## src/rtl/fsm_monitor_if.sv

```systemverilog
// Bundle between the lab sequencer's state stream and the passive fsm_monitor.
// master is the observing top level; slave is the monitor itself.
interface fsm_monitor_if;
  logic [3:0] state_in;
  logic       step;
  logic       err;
  logic       err_sticky;
  logic [3:0] err_from;
  logic [3:0] err_to;
  logic       d1_valid;
  logic [1:0] d1_code;
  logic       d2_valid;
  logic       d2_code;
  logic [7:0] lap_count;
  logic       stall;
  logic       dbg_phase;
  logic [3:0] dbg_prev;

  modport master (
    output state_in,
    input  step, err, err_sticky, err_from, err_to,
    input  d1_valid, d1_code, d2_valid, d2_code,
    input  lap_count, stall, dbg_phase, dbg_prev
  );

  modport slave (
    input  state_in,
    output step, err, err_sticky, err_from, err_to,
    output d1_valid, d1_code, d2_valid, d2_code,
    output lap_count, stall, dbg_phase, dbg_prev
  );
endinterface

```

## src/rtl/fsm_monitor.sv

```systemverilog
// Passive checker/decoder for the lab sequencer state stream: validates each
// transition, decodes the state-3/state-10 dispatches, counts laps, flags stalls.
module fsm_monitor #(
  parameter logic [31:0] DWELL_MAX = 32'd100_000_001
) (
  input logic          clk,
  input logic          rst_n,
  fsm_monitor_if.slave bus
);

  // PH_CAPTURE: first cycle after reset, sample taken without a check.
  typedef enum logic {
    PH_CAPTURE = 1'b0,
    PH_RUN     = 1'b1
  } phase_e;

  phase_e      phase_q, phase_d;
  logic [3:0]  prev_q, prev_d;
  logic [31:0] dwell_q, dwell_d;
  logic        step_q, step_d;
  logic        err_q, err_d;
  logic        sticky_q, sticky_d;
  logic [3:0]  from_q, from_d;
  logic [3:0]  to_q, to_d;
  logic        d1v_q, d1v_d;
  logic [1:0]  d1c_q, d1c_d;
  logic        d2v_q, d2v_d;
  logic        d2c_q, d2c_d;
  logic [7:0]  lap_q, lap_d;
  logic        stall_q, stall_d;

  logic [3:0]  s;
  logic        change;
  logic        legal;
  logic        out_of_range;

  assign s            = bus.state_in;
  assign change       = (phase_q == PH_RUN) && (s != prev_q);
  assign out_of_range = (s > 4'd12);

  // Sequencer microcode: sequential steps plus the two dispatch fan-outs.
  always_comb begin
    legal = 1'b0;
    case (prev_q)
      4'd0, 4'd1, 4'd2, 4'd6, 4'd7, 4'd8, 4'd9: legal = (s == prev_q + 4'd1);
      4'd3:        legal = (s == 4'd4) || (s == 4'd5) || (s == 4'd6);
      4'd4, 4'd5:  legal = (s == 4'd7);
      4'd10:       legal = (s == 4'd11) || (s == 4'd12);
      4'd11, 4'd12: legal = (s == 4'd0);
      default:     legal = 1'b0;
    endcase
  end

  always_comb begin
    phase_d = phase_q;
    case (phase_q)
      PH_CAPTURE: phase_d = PH_RUN;
      PH_RUN:     phase_d = PH_RUN;
      default:    phase_d = PH_CAPTURE;
    endcase
  end

  always_ff @(posedge clk or negedge rst_n) begin
    if (!rst_n) phase_q <= PH_CAPTURE;
    else        phase_q <= phase_d;
  end

  always_comb begin
    prev_d   = prev_q;
    dwell_d  = dwell_q;
    step_d   = 1'b0;
    err_d    = 1'b0;
    sticky_d = sticky_q;
    from_d   = from_q;
    to_d     = to_q;
    d1v_d    = 1'b0;
    d1c_d    = d1c_q;
    d2v_d    = 1'b0;
    d2c_d    = d2c_q;
    lap_d    = lap_q;

    if (phase_q == PH_CAPTURE) begin
      prev_d = s;
      // A first sample outside 0..12 is reported with 4'hF as its source.
      if (out_of_range) begin
        err_d = 1'b1;
        if (!sticky_q) begin
          sticky_d = 1'b1;
          from_d   = 4'hF;
          to_d     = s;
        end
      end
    end else if (change) begin
      prev_d = s;
      if (legal) begin
        step_d = 1'b1;
        if (prev_q == 4'd3) begin
          d1v_d = 1'b1;
          d1c_d = 2'(s - 4'd4);
        end
        if (prev_q == 4'd10) begin
          d2v_d = 1'b1;
          d2c_d = (s == 4'd12);
        end
        if (s == 4'd0) lap_d = lap_q + 8'd1;
      end else begin
        err_d = 1'b1;
        if (!sticky_q) begin
          sticky_d = 1'b1;
          from_d   = prev_q;
          to_d     = s;
        end
      end
    end

    if (change)                     dwell_d = 32'd0;
    else if (dwell_q != DWELL_MAX)  dwell_d = dwell_q + 32'd1;

    stall_d = (dwell_d == DWELL_MAX);
  end

  always_ff @(posedge clk or negedge rst_n) begin
    if (!rst_n) begin
      prev_q   <= 4'd0;
      dwell_q  <= 32'd0;
      step_q   <= 1'b0;
      err_q    <= 1'b0;
      sticky_q <= 1'b0;
      from_q   <= 4'd0;
      to_q     <= 4'd0;
      d1v_q    <= 1'b0;
      d1c_q    <= 2'd0;
      d2v_q    <= 1'b0;
      d2c_q    <= 1'b0;
      lap_q    <= 8'd0;
      stall_q  <= 1'b0;
    end else begin
      prev_q   <= prev_d;
      dwell_q  <= dwell_d;
      step_q   <= step_d;
      err_q    <= err_d;
      sticky_q <= sticky_d;
      from_q   <= from_d;
      to_q     <= to_d;
      d1v_q    <= d1v_d;
      d1c_q    <= d1c_d;
      d2v_q    <= d2v_d;
      d2c_q    <= d2c_d;
      lap_q    <= lap_d;
      stall_q  <= stall_d;
    end
  end

  assign bus.step       = step_q;
  assign bus.err        = err_q;
  assign bus.err_sticky = sticky_q;
  assign bus.err_from   = from_q;
  assign bus.err_to     = to_q;
  assign bus.d1_valid   = d1v_q;
  assign bus.d1_code    = d1c_q;
  assign bus.d2_valid   = d2v_q;
  assign bus.d2_code    = d2c_q;
  assign bus.lap_count  = lap_q;
  assign bus.stall      = stall_q;
  assign bus.dbg_phase  = (phase_q == PH_RUN);
  assign bus.dbg_prev   = prev_q;

endmodule
```

## src/flat_wrapper.sv

```systemverilog
// flat-port wrapper written by rule: the top's interface ports become plain ports
module fsm_monitor_flat 
#(
  parameter logic [31:0] DWELL_MAX = 32'd100_000_001
)
  (clk, rst_n, bus_state_in, bus_step, bus_err, bus_err_sticky, bus_err_from, bus_err_to, bus_d1_valid, bus_d1_code, bus_d2_valid, bus_d2_code, bus_lap_count, bus_stall, bus_dbg_phase, bus_dbg_prev);
  fsm_monitor_if bus_i ();
  input logic clk;
  input logic rst_n;
  input wire logic [$bits(bus_i.state_in)-1:0] bus_state_in;
  output wire logic [$bits(bus_i.step)-1:0] bus_step;
  output wire logic [$bits(bus_i.err)-1:0] bus_err;
  output wire logic [$bits(bus_i.err_sticky)-1:0] bus_err_sticky;
  output wire logic [$bits(bus_i.err_from)-1:0] bus_err_from;
  output wire logic [$bits(bus_i.err_to)-1:0] bus_err_to;
  output wire logic [$bits(bus_i.d1_valid)-1:0] bus_d1_valid;
  output wire logic [$bits(bus_i.d1_code)-1:0] bus_d1_code;
  output wire logic [$bits(bus_i.d2_valid)-1:0] bus_d2_valid;
  output wire logic [$bits(bus_i.d2_code)-1:0] bus_d2_code;
  output wire logic [$bits(bus_i.lap_count)-1:0] bus_lap_count;
  output wire logic [$bits(bus_i.stall)-1:0] bus_stall;
  output wire logic [$bits(bus_i.dbg_phase)-1:0] bus_dbg_phase;
  output wire logic [$bits(bus_i.dbg_prev)-1:0] bus_dbg_prev;
  assign bus_i.state_in = bus_state_in;
  assign bus_step = bus_i.step;
  assign bus_err = bus_i.err;
  assign bus_err_sticky = bus_i.err_sticky;
  assign bus_err_from = bus_i.err_from;
  assign bus_err_to = bus_i.err_to;
  assign bus_d1_valid = bus_i.d1_valid;
  assign bus_d1_code = bus_i.d1_code;
  assign bus_d2_valid = bus_i.d2_valid;
  assign bus_d2_code = bus_i.d2_code;
  assign bus_lap_count = bus_i.lap_count;
  assign bus_stall = bus_i.stall;
  assign bus_dbg_phase = bus_i.dbg_phase;
  assign bus_dbg_prev = bus_i.dbg_prev;
  fsm_monitor #(.DWELL_MAX(DWELL_MAX)) u_core (.clk(clk), .rst_n(rst_n), .bus(bus_i));
endmodule
```

## config.mk

```make
export PLATFORM = sky130hd
export DESIGN_NAME = fsm_monitor_flat
export DESIGN_NICKNAME = d
export VERILOG_FILES = /design/src/rtl/fsm_monitor_if.sv /design/src/rtl/fsm_monitor.sv /design/src/flat_wrapper.sv
export SDC_FILE = /design/constraint.sdc
export NUM_CORES = 1
export LEC_CHECK = 0
export BUFFER_PORTS_ARGS = -buffer_cell sky130_fd_sc_hd__clkbuf_2
export CORE_ASPECT_RATIO = 0.9
export CORE_MARGIN = 2
export CORE_UTILIZATION = 50
export CTS_BUF_LIST = sky130_fd_sc_hd__clkbuf_16
export DETAILED_ROUTE_END_ITERATION = 10
export MAX_ROUTING_LAYER = met4
export PLACE_DENSITY = 0.69
export SETUP_SLACK_MARGIN = 0.2
export SYNTH_ARGS = -nofsm -noshare
export SYNTH_HDL_FRONTEND = slang
export SYNTH_SLANG_ARGS = --single-unit
```

## constraint.sdc

```tcl
create_clock -name clk -period 3.5 [get_ports clk]
set_input_delay 0.175 -clock clk [delete_from_list [all_inputs] [get_ports clk]]
set_output_delay 0.175 -clock clk [all_outputs]
set_load 0.1 [all_outputs]
```

# After elaboration in Yosys (flattened, before gate mapping)
# Index checks and enable logic that the tools add are counted.
# classes
add_sub_neg,4
magnitude_cmp,1
eq_ne,24
n_mux,35
n_bitwise,1
n_reduce_logical,15
# ops
cell,n
32-bit 2-to-1 mux,2
4-bit 2-to-1 mux,13
"32-bit by 1-bit adder with 32-bit output, second input constant",1
"32-bit by 27-bit equality test with 1-bit output, second input constant",1
"4-bit by 3-bit equality test with 1-bit output, second input constant",8
"32-bit by 27-bit inequality test with 1-bit output, second input constant",1
"4-bit equality test, second input constant",7
1-bit 2-to-1 mux,19
4-bit AND reduction,4
"8-bit by 1-bit adder with 8-bit output, second input constant",1
"4-bit by 2-bit equality test with 1-bit output, second input constant",2
4-bit logical NOT,2
7-bit OR reduction,1
1-bit case mux with 5 select lines,1
"4-bit by 1-bit adder with 4-bit output, second input constant",1
"4-bit by 1-bit equality test with 1-bit output, second input constant",1
4-bit equality test,1
"4-bit > comparator, second input constant",1
"2-bit inequality test, second input constant",2
4-bit inequality test,1
2-bit OR reduction,2
1-bit logical OR,3
3-bit AND reduction,1
2-bit nonzero test,1
3 further kinds,3
# totals
reg_bits,62
input_bits,6
out_inout_bits,30
word_cells,94

# Depth between registers and ports, before layout
# Gate-level depths: netlist of the first run.
# logic_depth
word_depth,7
mapped_depth,9
ltp_nobuf,9

# Worst setup path after synthesis of the first run
# No wires, ideal clock.
# synth_path
path_kind,reg-to-reg
from,register u_core.prev_q[0] (netlist: u_core.bus.dbg_prev[0])
to,register u_core.d1c_q[0] (netlist: u_core.bus.d1_code[0])
setup_time_ns,0.125
arrival_time_ns,3.352
required_ns,3.375
path_slack_ns,0.023
path_stages_with_launch,10
n_path_buf,0
period_less_slack_ns,3.477
path_cell_list,dfrtp_1 > inv_1 > ha_1 > nor4b_1 > a31oi_1 > a2bb2oi_1 > nor4_4 > nor2_2 > or4b_4 > mux2_4
# synth_via
elab_chain_cells,4
elab_cells_between_ends,22
classes_between,add/sub: 1; eq/ne: 14; mux: 1; reduce/logical: 6
# synth_lines
item,line,text
from (decl),fsm_monitor.sv:18,"logic [3:0] prev_q, prev_d;"
from (signal assigned),fsm_monitor.sv:138,prev_q <= prev_d;
"4-bit by 1-bit adder with 4-bit output, or another cell as far along",fsm_monitor.sv:45,"4'd0, 4'd1, 4'd2, 4'd6, 4'd7, 4'd8, 4'd9: legal = (s == prev_q + 4'd1);"
"4-bit equality test, or another cell as far along",fsm_monitor.sv:45,
1-bit case mux with 5 select lines,fsm_monitor.sv:44,case (prev_q)
4-bit AND reduction (no line) (*),--,
to (signal assigned),fsm_monitor.sv:132,d1c_q <= 2'd0;
to (signal assigned),fsm_monitor.sv:146,d1c_q <= d1c_d;
to (decl),fsm_monitor.sv:26,"logic [1:0] d1c_q, d1c_d;"
# Mark *: on every way between the ends. The rest lies on a longest branch, timed or not.
# A chain may end at the register's enable or synchronous reset.

# Final worst setup path of the first run
# layout_path
from,register u_core.prev_q[0] (netlist: u_core.bus.dbg_prev[0])
to,register u_core.d1c_q[1] (netlist: u_core.bus.d1_code[1])
# Same word-level chain as after synthesis.

==> flow_summary.json, run 1 <==
{
  "synthesis.nets": 383,
  "path_buf_inv": 1,
  "num_vias": 2763,
  "final_nets": 407,
  "hold_class": "in -> async",
  "syn-cell-area_mm2": 0.00360,
  "arrival_ns": 3.13,
  "fin_crit_sh_pct": 83.5,
  "grt_pass1_vias": 2722,
  "fin_tns_setup_ns": 0,
  "cts_max_level": 3,
  "io_pins": 36,
  "syn_to_final_growth_pct": 14.5,
  "worstSetupPathType": "reg -> reg",
  "cts_sinks": 62,
  "postSynthAreaPerCell_um2": 9.76,
  "required_ns": 3.71,
  "detail_route.vias_per_cell": 5.63,
  "dr.pass1.iters": 4,
  "dieWidth_um": 93.5,
  "ant_nets": 0,
  "setup_viol": 0,
  "io_buffers": 35,
  "synth.most_common_cell": "dfrtp_1",
  "cts_tree": "done",
  "ys_seq_elements": 62,
  "drive_gt1_share_pct": 21.4,
  "core.rowCount": 29,
  "antenna_found_initial": 0,
  "finalMaxSlewViolations": 0,
  "routed_wl_mm": 7.73,
  "cp_slowest_cell": "or4b_4",
  "fillers": 610,
  "synth_area_leaders": "dfrtp_1 (43%), xor2_1 (6.3%), xnor2_1 (5.6%), nor2_1 (5.4%), mux2_2 (3.8%)",
  "synth_top_area_share_pct": 43.1,
  "rsz0062_at_grt": "false",
  "cts-root-buf": "clkbuf_16",
  "syn_inst": 369,
  "max_stage_delay_ns": 0.55,
  "vdd_drop_max_mv": 0.399,
  "synth.distinct_cells": 63,
  "core_area_mm2": 0.00700,
  "tightest_slew_ns": 0.776,
  "postCtsSetupBuffers": 0,
  "seq_area_mm2": 0.00155,
  "cp-end-kind": "register",
  "cts_made_buffers": 9,
  "clockBufferDepth": 2,
  "fmax_ghz": 0.342,
  "skew_ns": 0.0119,
  "whs_ns": -0.00517,
  "drc": 0,
  "grt_max_degree": 63,
  "path_delay_family": "simple AND/OR/NAND/NOR gates",
  "die-area_mm2": 0.00790,
  "multi_input_area_mm2": 0.00187,
  "place_hpwl_mm": 5.43,
  "ys_async_sr_fraction_pct": 100,
  "die_height_um": 84.5,
  "grt_pass1_wl_mm": 13.5,
  "fin_util_pct": 58.9,
  "violations": "hold timing",
  "holdBufCountCts": 0,
  "synth_edf_count": 0,
  "power.density_mw_per_mm2": 506,
  "ys.flop_type": "dfrtp_1",
  "ys.warnings.count": 0,
  "finalHoldViolations": 4,
  "initial_core_util_pct": 51.4,
  "cap_violations": 0,
  "rrSetupSlack_ns": 0.58,
  "diodes": 0,
  "cellLeakagePower_nw": 1.80,
  "clk_latency_ns": 0.33,
  "total_power_w": 0.00209,
  "critPathLaunchType": "register",
  "grt_use_total_pct": 22.3,
  "first_iter_violations": 161,
  "seq_area_frac_synth_pct": 43.1,
  "relSlewSlack_pct": 48.3,
  "overflow": 0,
  "layout_min_cycle_time_ns": 2.92,
  "status": "finished with violations",
  "wire_per_inst_um": 15.7,
  "yosysTopAreaCell": "dfrtp_1",
  "cts_resized": 0,
  "synth_common_cells": "dfrtp_1 (62), nor2_1 (52), xor2_1 (26), xnor2_1 (23), nand3_1 (19)",
  "worstPathCellList": "inv_1 > ha_1 > nor4b_1 > a31oi_1 > a2bb2oi_1 > nor4_4 > nor2_2 > or4b_4 > mux2_4",
  "gp_congestion": 0.891,
  "clkSlewWorstSetupHoldPaths_ns": 0.06,
  "worstPathMaxFanout": 8
}
[through the flow]
stage | area (um^2) | cells | setup WS, ns
floorplan | 3600 | 369 | 0.412
detailed placement | 3800 | 475 | 0.652
global placement | 3800 | 475 | 0.742
CTS | 4120 | 491 | 0.626
global route | 4120 | 491 | 0.464
finish | 4120 | 491 | 0.579
[path summary, 6_finish.rpt]
check | from | end | depth (start not counted)
max | u_core.bus.dbg_prev[0] | u_core.bus.d1_code[1] | 9
min | rst_n | u_core.bus.lap_count[1] | 2
max reg2reg | u_core.bus.dbg_prev[0] | u_core.bus.d1_code[1] | 9
min reg2reg | u_core.bus.lap_count[7] | u_core.bus.lap_count[7] | 1
max in group asynchronous | rst_n | u_core.bus.dbg_prev[0] | 2
min in group clk | bus_state_in[3] | u_core.bus.dbg_prev[3] | 1
[cells by family (layout without fill, tap and decap cells)]
kind of cell	count (synthesis)	count (layout)	share of synthesized area (%)
other	1	1	0.104
muxes	16	16	5.14
adders and majority gates	8	8	2.78
buffers and inverters	38	67	4.86
AOI/OAI and AO/OA	29	29	5.94
DFF	62	62	43.1
and+or+nand+nor	165	165	25.7
xor gates and xnor gates	50	50	12.4
[area by class of cell]
type | instances | share of cell area, %
clock inverter | 7 | 2.40
clock buffer | 9 | 5.46
inverter | 11 | 1.00
tap | 93 | 2.82
multi-input combinational | 269 | 45.5
timing repair buffer | 40 | 5.16
sequential | 62 | 37.7
[flip-flops by register name, indices dropped and copies added, names as in the netlist]
| signal | count |
|---|---|
| u_core.bus.d1_code | 2 |
| u_core.bus.d1_valid | 1 |
| u_core.bus.d2_code | 1 |
| u_core.bus.d2_valid | 1 |
| u_core.bus.dbg_phase | 1 |
| u_core.bus.dbg_prev | 4 |
| u_core.bus.err | 1 |
| u_core.bus.err_from | 4 |
| u_core.bus.err_sticky | 1 |
| u_core.bus.err_to | 4 |
| u_core.bus.lap_count | 8 |
| u_core.bus.stall | 1 |
| u_core.bus.step | 1 |
| u_core.dwell_q | 32 |
[cells in the final DEF (no fill, tap or decap), drive strengths merged, types with 3 or more instances in the layout]
master	count
xnor2	24
nor2b	4
clkinv	3
dfrtp	62
nor2	53
clkbuf	44
o21ai	5
nor3	10
nand2b	6
inv	13
nor4	10
nor4b	6
a31oi	3
nor3b	3
xor2	26
a21oi	3
and2	3
mux2	14
nand3	21
or4	4
ha	8
buf	5
nand2	18
nand4	13
and3	6
[metal layers]
layer	GRT usage, %	vias up	part of all wire, %
li1	-	1317	-
met1	31.0	1363	48
met2	33.1	74	46
met3	4.04	9	4.5
met4	7.75	0	1.1
met5	-	-	0
[power breakdown]
part | switching [W] | internal (W)
Clock | 0.000324 | 0.000626
Combinational | 0.000286 | 0.0000704
Sequential | 0.0000298 | 0.000749
No activity file was read; power rests on OpenSTA's default activity.
==> inputs of run 2 (changes only) <==
--- a/config.mk
+++ b/config.mk
@@ -5,6 +5,7 @@
 export SDC_FILE = /design/constraint.sdc
 export NUM_CORES = 1
 export LEC_CHECK = 0
+export ABC_AREA = 1
 export BUFFER_PORTS_ARGS = -buffer_cell sky130_fd_sc_hd__clkbuf_2
 export CORE_ASPECT_RATIO = 0.9
 export CORE_MARGIN = 2
@@ -12,7 +13,7 @@
 export CTS_BUF_LIST = sky130_fd_sc_hd__clkbuf_16
 export DETAILED_ROUTE_END_ITERATION = 10
 export MAX_ROUTING_LAYER = met4
-export PLACE_DENSITY = 0.69
+export PLACE_DENSITY = 0.71
 export SETUP_SLACK_MARGIN = 0.2
 export SYNTH_ARGS = -nofsm -noshare
 export SYNTH_HDL_FRONTEND = slang
==> constraint.sdc (replaced) <==
create_clock -name clk -period 2.5 [get_ports clk]
set_input_delay 0.125 -clock clk [delete_from_list [all_inputs] [get_ports clk]]
set_output_delay 0.125 -clock clk [all_outputs]
set_load 0.1 [all_outputs]
==> run 2 against run 1 <==
- the run now ends clean
- clock power rose by 43%
- clock-buffer cell count did not move
- cell count rose by 53%
- highest routed layer unchanged
- cell area rose by 13%
- setup slack got worse by 0.21 ns
- hold slack improved by 0.021 ns
- area after synthesis rose by 12%
- first-iteration DRC count rose by 85%
- largest power group unchanged
- fmax rose by 37%
- power rose by 29%
- utilization fell by 0.40 points
- sequential share of layout area fell by 4.3 points
==> flow_summary.json, run 2 <==
{
  "yosysTopAreaCell": "dfrtp_1",
  "pre_cts_ws_ns": 0.338,
  "ys_seq_elements": 62,
  "timing.final.ws_setup_ns": 0.364,
  "fin_util_pct": 58.5,
  "synth_edf_count": 0,
  "synth_area_leaders": "dfrtp_1 (38%), nand2_1 (19%), nor2_1 (8.0%), inv_1 (7.7%), nand3_1 (6.9%)",
  "hold_class": "in -> reg",
  "cellLeakagePower_nw": 2.47,
  "place_hpwl_mm": 7.57,
  "power.density_mw_per_mm2": 578,
  "grt_pass1_wl_mm": 17.3,
  "cap_violations": 0,
  "ys_async_sr_fraction_pct": 100,
  "drc": 0,
  "antenna_found_initial": 0,
  "clockBufferDepth": 2,
  "final_common_cell": "nand2_1",
  "overflow": 0,
  "multi_input_area_mm2": 0.00209,
  "worstPathMaxFanout": 17,
  "cts_max_level": 3,
  "die-area_mm2": 0.00881,
  "die_height_um": 89.3,
  "first_iter_violations": 298,
  "diodes": 0,
  "finalHoldViolations": 0,
  "layout_min_cycle_time_ns": 2.14,
  "syn_to_final_growth_pct": 15.1,
  "arrival_ns": 2.39,
  "core.rowCount": 31,
  "dr.pass1.iters": 5,
  "synth_common_cells": "nand2_1 (207), nor2_1 (86), inv_1 (83), dfrtp_1 (62), nand3_1 (56)",
  "detail_route.vias_per_cell": 5.14,
  "dp_cells": 735,
  "worstSetupPathType": "reg -> reg",
  "grt_pass1_vias": 3681,
  "ys.warnings.count": 0,
  "cts_made_buffers": 9,
  "core_area_mm2": 0.00795,
  "drive_gt1_share_pct": 13.8,
  "vdd_drop_max_mv": 0.345,
  "cp-end-kind": "register",
  "relSlewSlack_pct": 44.1,
  "postSynthAreaPerCell_um2": 6.63,
  "layout_common_cells": "nand2_1 (207), nor2_1 (86), inv_1 (83), dfrtp_1 (60), nand3_1 (56)",
  "final-instance-count-excl-fill": 752,
  "fin_crit_sh_pct": 85.4,
  "syn_inst": 609,
  "grt_max_degree": 36,
  "num_vias": 3866,
  "critPathLaunchType": "register",
  "ant_nets": 0,
  "dieWidth_um": 98.7,
  "postCtsSetupBuffers": 0,
  "total_power_w": 0.00269,
  "largest_reg_flops": 32,
  "fillers": 757,
  "synth.most_common_cell": "nand2_1",
  "setup_viol": 0,
  "fin_tns_setup_ns": 0,
  "status": "complete, no violations",
  "synthesis.nets": 623,
  "fmax_ghz": 0.468,
  "initial_core_util_pct": 50.8,
  "rsz0062_at_grt": "false",
  "io_buffers": 35,
  "cts-root-buf": "clkbuf_16",
  "required_ns": 2.75,
  "wire_per_inst_um": 13.3,
  "seq_area_frac_synth_pct": 38.4,
  "ys.flop_type": "dfrtp_1",
  "syn-cell-area_mm2": 0.00404,
  "grt_use_total_pct": 25.5,
  "seq_area_mm2": 0.00155,
  "skew_ns": 0.00305,
  "final_nets": 662,
  "io_pins": 36,
  "synth_top_area_share_pct": 38.4,
  "cts_sinks": 62,
  "regMostFlops": "u_core.dwell_q",
  "gp_congestion": 0.919,
  "finalMaxSlewViolations": 0,
  "clkSlewWorstSetupHoldPaths_ns": 0.06,
  "synth.distinct_cells": 31,
  "cts_tree": "done",
  "tightest_slew_ns": 0.839,
  "routed_wl_mm": 10.0,
  "clk_latency_ns": 0.33
}
## run 2: layout make-up
type,count,share of cell area [%]
flip-flops and latches,62,33.4
clock buffers,9,4.84
clock inverters,7,2.10
repair buffers,40,4.63
inverters,91,7.37
multi-input cells,444,45.0
well taps,99,2.66
## run 2: critical path: stages (launching register included)
cell,delay (ns)
dfrtp_1,0.50
inv_2,0.10
nand2_1,0.07
nand2_1,0.04
nor2_1,0.09
nand2_1,0.09
nand2_4,0.19
buf_4,0.26
nand3_1,0.14
nor2_1,0.14
nand2_1,0.07
nor2_1,0.10
nand3_1,0.12
nor2_1,0.14
## run 2: worst paths after layout
check,start,cells after the start,to,slack [ns]
min reg2reg,u_core.bus.err_from[0],2,u_core.bus.err_from[0],0.47
min in group asynchronous,rst_n,2,u_core.dwell_q[2],0.44
max,u_core.bus.dbg_prev[2],13,u_core.bus.stall,0.36
max reg2reg,u_core.bus.dbg_prev[2],13,u_core.bus.stall,0.36
max in group asynchronous,rst_n,3,u_core.bus.dbg_phase,1.33
min,bus_state_in[2],1,u_core.bus.dbg_prev[2],0.02
## run 2: metal layers
layer	vias to the layer above	track usage, %	share of wire (%)
li1	1957	-	-
met1	1769	33.2	46
met2	121	40.4	45
met3	19	5.00	5.9
met4	0	8.59	2.2
met5	-	-	0
## run 2: power by group
part | internal (W) | total, W | switching (W)
clock network | 0.000876 | 0.00136 | 0.000485
registers | 0.00102 | 0.00105 | 0.0000247
logic | 0.0000594 | 0.000277 | 0.000218
total | 0.00196 | 0.00269 | 0.000727
## run 2: metrics by stage
stage	instance area [um^2]	hold slack (ns)
final	4650	0.0162
after CTS	4630	0.00449
after global placement	4300	0.270
after global routing	4650	0.00300
after detailed placement	4300	0.277
after floorplan	4040	-0.171
## run 2: kinds of logic after synthesis
kind of cell | synth area share [%]
simple gates | 43.4
compound gates | 2.45
flops | 38.4
fa+ha+maj | 2.48
xor+xnor | 2.82
buf+inv | 10.3
other cells | 0.0928
## run 2: repair_timing
action | in CTS | in global routing
hold endpoints to repair | 33 | 0
resized for setup | 0 | 4
hold buffers | 1 | 0
endpoints found under the setup margin | 0 | 17
